$ cat src/rtl/pipeline_pkg.sv
// Shared constants and width helpers for the generated pipeline and its credit collector.
package pipeline_pkg;

    localparam int unsigned LATENCY = 32'd3;

    function automatic int unsigned cnt_width(input int unsigned depth);
        return $clog2(depth + 32'd1);
    endfunction

    // A single-entry buffer still needs a one-bit pointer.
    function automatic int unsigned ptr_width(input int unsigned depth);
        return (depth > 32'd1) ? $clog2(depth) : 32'd1;
    endfunction

endpackage

$ cat src/rtl/pipeline_result_fifo.sv
// First-word fall-through result buffer with explicit pointer wrap and a sticky overflow flag.
module pipeline_result_fifo
    import pipeline_pkg::*;
#(
    parameter int unsigned DATA_WIDTH = 32,
    parameter int unsigned DEPTH      = 8
) (
    input  logic                  clk_i,
    input  logic                  rst_i,
    input  logic                  push_i,
    input  logic [DATA_WIDTH-1:0] push_data_i,
    input  logic                  pop_i,
    output logic [DATA_WIDTH-1:0] head_data_o,
    output logic                  not_empty_o,
    output logic                  overflow_o
);

    localparam int unsigned PTR_W = ptr_width(DEPTH);
    localparam int unsigned CNT_W = cnt_width(DEPTH);
    localparam logic [PTR_W-1:0] LAST_PTR = PTR_W'(DEPTH - 32'd1);
    localparam logic [CNT_W-1:0] FULL_CNT = CNT_W'(DEPTH);

    logic [DATA_WIDTH-1:0] mem_q [DEPTH];
    logic [PTR_W-1:0]      wptr_q, wptr_d;
    logic [PTR_W-1:0]      rptr_q, rptr_d;
    logic [CNT_W-1:0]      count_q, count_d;
    logic                  overflow_q, overflow_d;
    logic                  full_s, pop_s, write_s;

    function automatic logic [PTR_W-1:0] ptr_inc(input logic [PTR_W-1:0] ptr);
        return (ptr == LAST_PTR) ? {PTR_W{1'b0}} : ptr + PTR_W'(1);
    endfunction

    always_comb begin
        full_s     = (count_q == FULL_CNT);
        pop_s      = pop_i && (count_q != {CNT_W{1'b0}});
        // A push into a full buffer only lands when the head leaves in the same cycle.
        write_s    = push_i && (!full_s || pop_s);
        wptr_d     = wptr_q;
        rptr_d     = rptr_q;
        count_d    = count_q;
        overflow_d = overflow_q;
        if (write_s) begin
            wptr_d = ptr_inc(wptr_q);
        end else begin
            wptr_d = wptr_q;
        end
        if (pop_s) begin
            rptr_d = ptr_inc(rptr_q);
        end else begin
            rptr_d = rptr_q;
        end
        case ({write_s, pop_s})
            2'b10:   count_d = count_q + CNT_W'(1);
            2'b01:   count_d = count_q - CNT_W'(1);
            default: count_d = count_q;
        endcase
        if (push_i && full_s && !pop_s) begin
            overflow_d = 1'b1;
        end else begin
            overflow_d = overflow_q;
        end
    end

    always_ff @(posedge clk_i or posedge rst_i) begin
        if (rst_i) begin
            wptr_q     <= {PTR_W{1'b0}};
            rptr_q     <= {PTR_W{1'b0}};
            count_q    <= {CNT_W{1'b0}};
            overflow_q <= 1'b0;
        end else begin
            wptr_q     <= wptr_d;
            rptr_q     <= rptr_d;
            count_q    <= count_d;
            overflow_q <= overflow_d;
        end
    end

    // Storage is deliberately left unreset; the head is only meaningful while not empty.
    always_ff @(posedge clk_i) begin
        if (write_s) begin
            mem_q[wptr_q] <= push_data_i;
        end
    end

    assign head_data_o = mem_q[rptr_q];
    assign not_empty_o = (count_q != {CNT_W{1'b0}});
    assign overflow_o  = overflow_q;

endmodule

$ cat src/rtl/pipeline_credit_collector.sv
// Terminates a valid-only fixed-latency pipeline: issues only against a reserved buffer slot,
// buffers results and hands them to a stalling consumer over ready/valid.
module pipeline_credit_collector
    import pipeline_pkg::*;
#(
    parameter int unsigned DATA_WIDTH = 32,
    parameter int unsigned LATENCY    = pipeline_pkg::LATENCY,
    parameter int unsigned DEPTH      = 8
) (
    input  logic                  clk,
    input  logic                  rst,
    input  logic                  in_valid,
    output logic                  in_ready,
    output logic                  pipe_input_valid,
    input  logic [DATA_WIDTH-1:0] pipe_out,
    input  logic                  pipe_output_valid,
    output logic [DATA_WIDTH-1:0] out_data,
    output logic                  out_valid,
    input  logic                  out_ready,
    output logic                  overflow
);

    localparam int unsigned CNT_W = cnt_width(DEPTH);
    localparam logic [CNT_W-1:0] FULL_CNT = CNT_W'(DEPTH);

    if (DEPTH < 32'd1 || LATENCY < 32'd1) begin : g_bad_cfg
        $error("pipeline_credit_collector: DEPTH and LATENCY must both be at least 1");
    end

    logic [CNT_W-1:0] reserved_q, reserved_d;
    logic             issue_s, pop_s;

    // Credit depends on the register alone so out_ready never reaches in_ready combinationally.
    assign in_ready         = (reserved_q < FULL_CNT);
    assign issue_s          = in_valid && in_ready;
    assign pipe_input_valid = issue_s;
    assign pop_s            = out_valid && out_ready;

    always_comb begin
        reserved_d = reserved_q;
        case ({issue_s, pop_s})
            2'b10:   reserved_d = reserved_q + CNT_W'(1);
            2'b01:   reserved_d = reserved_q - CNT_W'(1);
            default: reserved_d = reserved_q;
        endcase
    end

    always_ff @(posedge clk or posedge rst) begin
        if (rst) begin
            reserved_q <= {CNT_W{1'b0}};
        end else begin
            reserved_q <= reserved_d;
        end
    end

    pipeline_result_fifo #(
        .DATA_WIDTH (DATA_WIDTH),
        .DEPTH      (DEPTH)
    ) u_fifo (
        .clk_i       (clk),
        .rst_i       (rst),
        .push_i      (pipe_output_valid),
        .push_data_i (pipe_out),
        .pop_i       (pop_s),
        .head_data_o (out_data),
        .not_empty_o (out_valid),
        .overflow_o  (overflow)
    );

endmodule
$ cat config.mk
export PLATFORM = sky130hd
export DESIGN_NAME = pipeline_credit_collector
export DESIGN_NICKNAME = d
export VERILOG_FILES = /design/src/rtl/pipeline_pkg.sv /design/src/rtl/pipeline_result_fifo.sv /design/src/rtl/pipeline_credit_collector.sv
export SDC_FILE = /design/constraint.sdc
export NUM_CORES = 1
export LEC_CHECK = 0
export CORE_UTILIZATION = 45
export CTS_BUF_LIST = sky130_fd_sc_hd__clkbuf_2 sky130_fd_sc_hd__clkbuf_4 sky130_fd_sc_hd__clkbuf_8
export DETAILED_ROUTE_END_ITERATION = 10
export PLACE_DENSITY = 0.71
export REMOVE_ABC_BUFFERS = 1
export SYNTH_ARGS = -nofsm -noshare
export SYNTH_HDL_FRONTEND = slang
export SYNTH_SLANG_ARGS = --single-unit
$ cat constraint.sdc
create_clock -name clk -period 12.9 [get_ports clk]
set_input_delay 3.225 -clock clk [delete_from_list [all_inputs] [get_ports clk]]
set_output_delay 3.225 -clock clk [all_outputs]
set_load 0.02 [all_outputs]
==> impl_metrics.csv <==
group,metric,value,unit
outcome,outcome,"completed",
synth,synth_area_leaders,"edfxtp_1, mux4_2, mux2_2, dfrtp_1, mux4_1",
synth,ys_warn_count,0,
die,die_h,156.0,µm
worst_setup_path,path_cells,"clkdlybuf4s50_1 -> nand2_1 -> inv_1 -> clkdlybuf4s50_1",
clocking,cts_buffers,44,
sta,timing.fmax,131.3,MHz
placed_design,hpwlAfterDp,10770,µm
finish,antenna_cells,0,
die,num_rows,55,
drt,routedWlPerCell,21.39,µm
sta,tightest_slew,1.131,ns
grt,antenna_found_initial,0,
drt,vias,5006,
worst_setup_path,worstPathRequired,9.68,ns
placed_design,port_buffers,72,
power,irDropWorstVdd,0.1142,mV
power,leakage,4.114,nW
synth,ys.flop_type,"edfxtp_1",
sta,slew_violations,0,
finish,final_cell_area,12600,µm²
worst_setup_path,start_kind,"input pin",
sta,period_minus_slack,7.616,ns
synth,synth_async_sr_flop_share,0.05535,
die,die_w,156.0,µm
synth,yosysTopAreaCell,"edfxtp_1",
worst_hold_path,holdCritPathClass,"register to register",
finish,seqCellArea,8069,µm²
synth,synth_top_area_share,0.7201,
sta,rsz0062_at_grt,"false",
worst_setup_path,criticalPathCategory,"input pin to output pin",
placed_design,routabilityCongestion,0.7071,
finish,fillers,1763,
sta,fin_skew,0.02364,ns
finish,drive_above_1_share,0.2972,
drt,drcViolationCount,0,
flow_run,cap_violations,0,
sta,fin_tns_setup,0,ns
drt,routed_wl,19720,µm
grt,grt_first_pass_wirelength,30440,µm
synth,syn_area,10680,µm²
finish,syn_to_final_growth,18.07,%
sta,final_hold_viol_count,0,
worst_setup_path,critPathMostFrequentCell,"clkdlybuf4s50_1",
synth,synth_edf_count,256,
die,die_area,24340,µm²
worst_setup_path,critPathBufInv,3,
drt,vias_per_cell,5.430,
drt,drt_pass1_iterations,6,
clocking,cts.sinks,271,
sta,setup_ws,5.284,ns
clocking,cts.clk_slew.worst_paths,0.07,ns
sta,finalCritPeriodShare,0.5904,
clocking,clk_path_buf_depth,3,
die,ios,73,
power,p_per_area,230.0,nW/µm²
finish,final_nets,627,
placed_design,dpl_cell_area,11780,µm²
worst_setup_path,cp-end-kind,"output pin",
synth,synth_seq_area_share,0.7553,
finish,final_util,0.5484,
synth,ys_types,43,
worst_setup_path,cp_slowest_stage_delay,0.59,ns
drt,postRouteAntennaNets,0,
sta,relSlewSlack,0.2460,
synth,synth_cells,472,
grt,globalRoute.totalOverflow,0,
grt,grt_usage,0.1696,
clocking,post_cts_buffers,0,
clocking,clock-root-buffer,"clkbuf_8",
worst_setup_path,crit_arrival,4.39,ns
worst_setup_path,critical_path.slowest_cell,"clkdlybuf4s50_1",
worst_setup_path,path_delay_family,"buffers and inverters",
synth,avgSynthCellArea,22.62,µm²
worst_setup_path,worstPathMaxFanout,2,
die,initial_core_util,0.4645,
grt,grt_max_degree,57,
die,core-area,22980,µm²
synth,synth-seq-cells,271,
sta,finalSetupViolCount,0,
clocking,cts_tree,"done",
clocking,cts_hold_buf,0,
clocking,cts_max_level,2,
drt,drt_iter0_drc,330,
clocking,cts_resized,0,
placed_design,place_ws,5.282,ns
clocking,clk_latency,0.54,ns
grt,grt_pass1_vias,5476,
finish,multi_input_area,2485,µm²
-- placed cells by master, fill, tap and decap left out, drive strengths merged, types with 8 or more instances in the layout --
cell / count
buf: 10
clkbuf: 59
clkdlybuf4s50: 72
clkinv: 13
dfrtp: 15
edfxtp: 256
ha: 10
inv: 12
mux2: 40
mux4: 64
nor2: 8
-- worst reg2reg max path, cell delays in order, from the launching register on --
cell	delay, ns
dfrtp_1	0.46
or4_1	0.59
nand2_1	0.19
inv_1	0.11
ha_1	0.29
ha_1	0.40
a21oi_1	0.12
a2111o_1	0.41
o211ai_1	0.09
-- logic make-up after synthesis --
kind of cell    share of synthesized area
buf+inv                           0.01653
mux                                0.1808
xor+xnor                         0.004103
compound gates                    0.01125
flops                              0.7553
simple gates                      0.01840
fa+ha+maj                         0.01360
-- synthesized netlist by cell type, types with 2 or more instances --
library cell  instances
nor3b_1               3
a21o_1                2
ha_1                 10
edfxtp_1            256
inv_1                 9
nor3_1                4
mux2_2               34
nor2b_1               2
mux4_1                5
mux2_1                6
dfrtp_1              15
buf_1                 4
mux2i_1               2
or4_1                 2
nor2_1                8
nand2_1               4
o211ai_1              2
clkbuf_1              5
xnor2_1               3
buf_6                 3
nand3_1               2
a21oi_1               3
mux4_2               59
buf_2                 6
buf_12                2
xor2_1                2
nand2b_1              3
-- stage by stage --
step | hold slack [ns] | cells | power (mW)
after global routing | 0.4998 | 922 | 3.044
after global placement | 0.4534 | 846 | 2.205
after floorplan | 0.4594 | 451 | 1.868
after detailed placement | 0.4506 | 846 | 2.233
after CTS | 0.4726 | 922 | 2.943
final | 0.4680 | 922 | 2.900
-- worst paths after layout --
kind	depth (start not counted)	start	end	slack, ns
min reg2reg	1	u_fifo.overflow_o	u_fifo.overflow_o	0.47
max in group asynchronous	2	rst	u_fifo.rptr_q[0]	9.41
min	1	u_fifo.overflow_o	u_fifo.overflow_o	0.47
min in group asynchronous	2	rst	u_fifo.overflow_o	3.04
max	4	in_valid	pipe_input_valid	5.28
max reg2reg	8	u_fifo.count_q[0]	reserved_q[3]	10.15
-- sequential cells by signal, summed over array words and instances (netlist names) --
signal	cells
u_fifo.mem_q	256
u_fifo.count_q	4
u_fifo.rptr_q	3
u_fifo.wptr_q	3
u_fifo.overflow_o	1
reserved_q	4
-- cell type report --
class | count | area share
clock inverter | 17 | 0.008835
timing repair buffer | 82 | 0.06313
clock buffer | 59 | 0.05698
inverter | 9 | 0.002680
sequential | 271 | 0.6402
tap | 313 | 0.03107
multi-input combinational | 171 | 0.1971
-- metal layers --
layer | routed length, µm | global-route usage
met1 | 8045 | 0.2026
met2 | 10030 | 0.2932
met3 | 1163 | 0.05000
met4 | 487 | 0.05742
met5 | 0 | 0
-- power breakdown --
part	switching (mW)	leakage, nW	internal [mW]	total [mW]
logic	0.478	1.18	0.508	0.986
registers	0.0965	2.50	1.12	1.21
clock network	0.318	0.438	0.383	0.701
No activity file was read; power rests on OpenSTA's default activity.
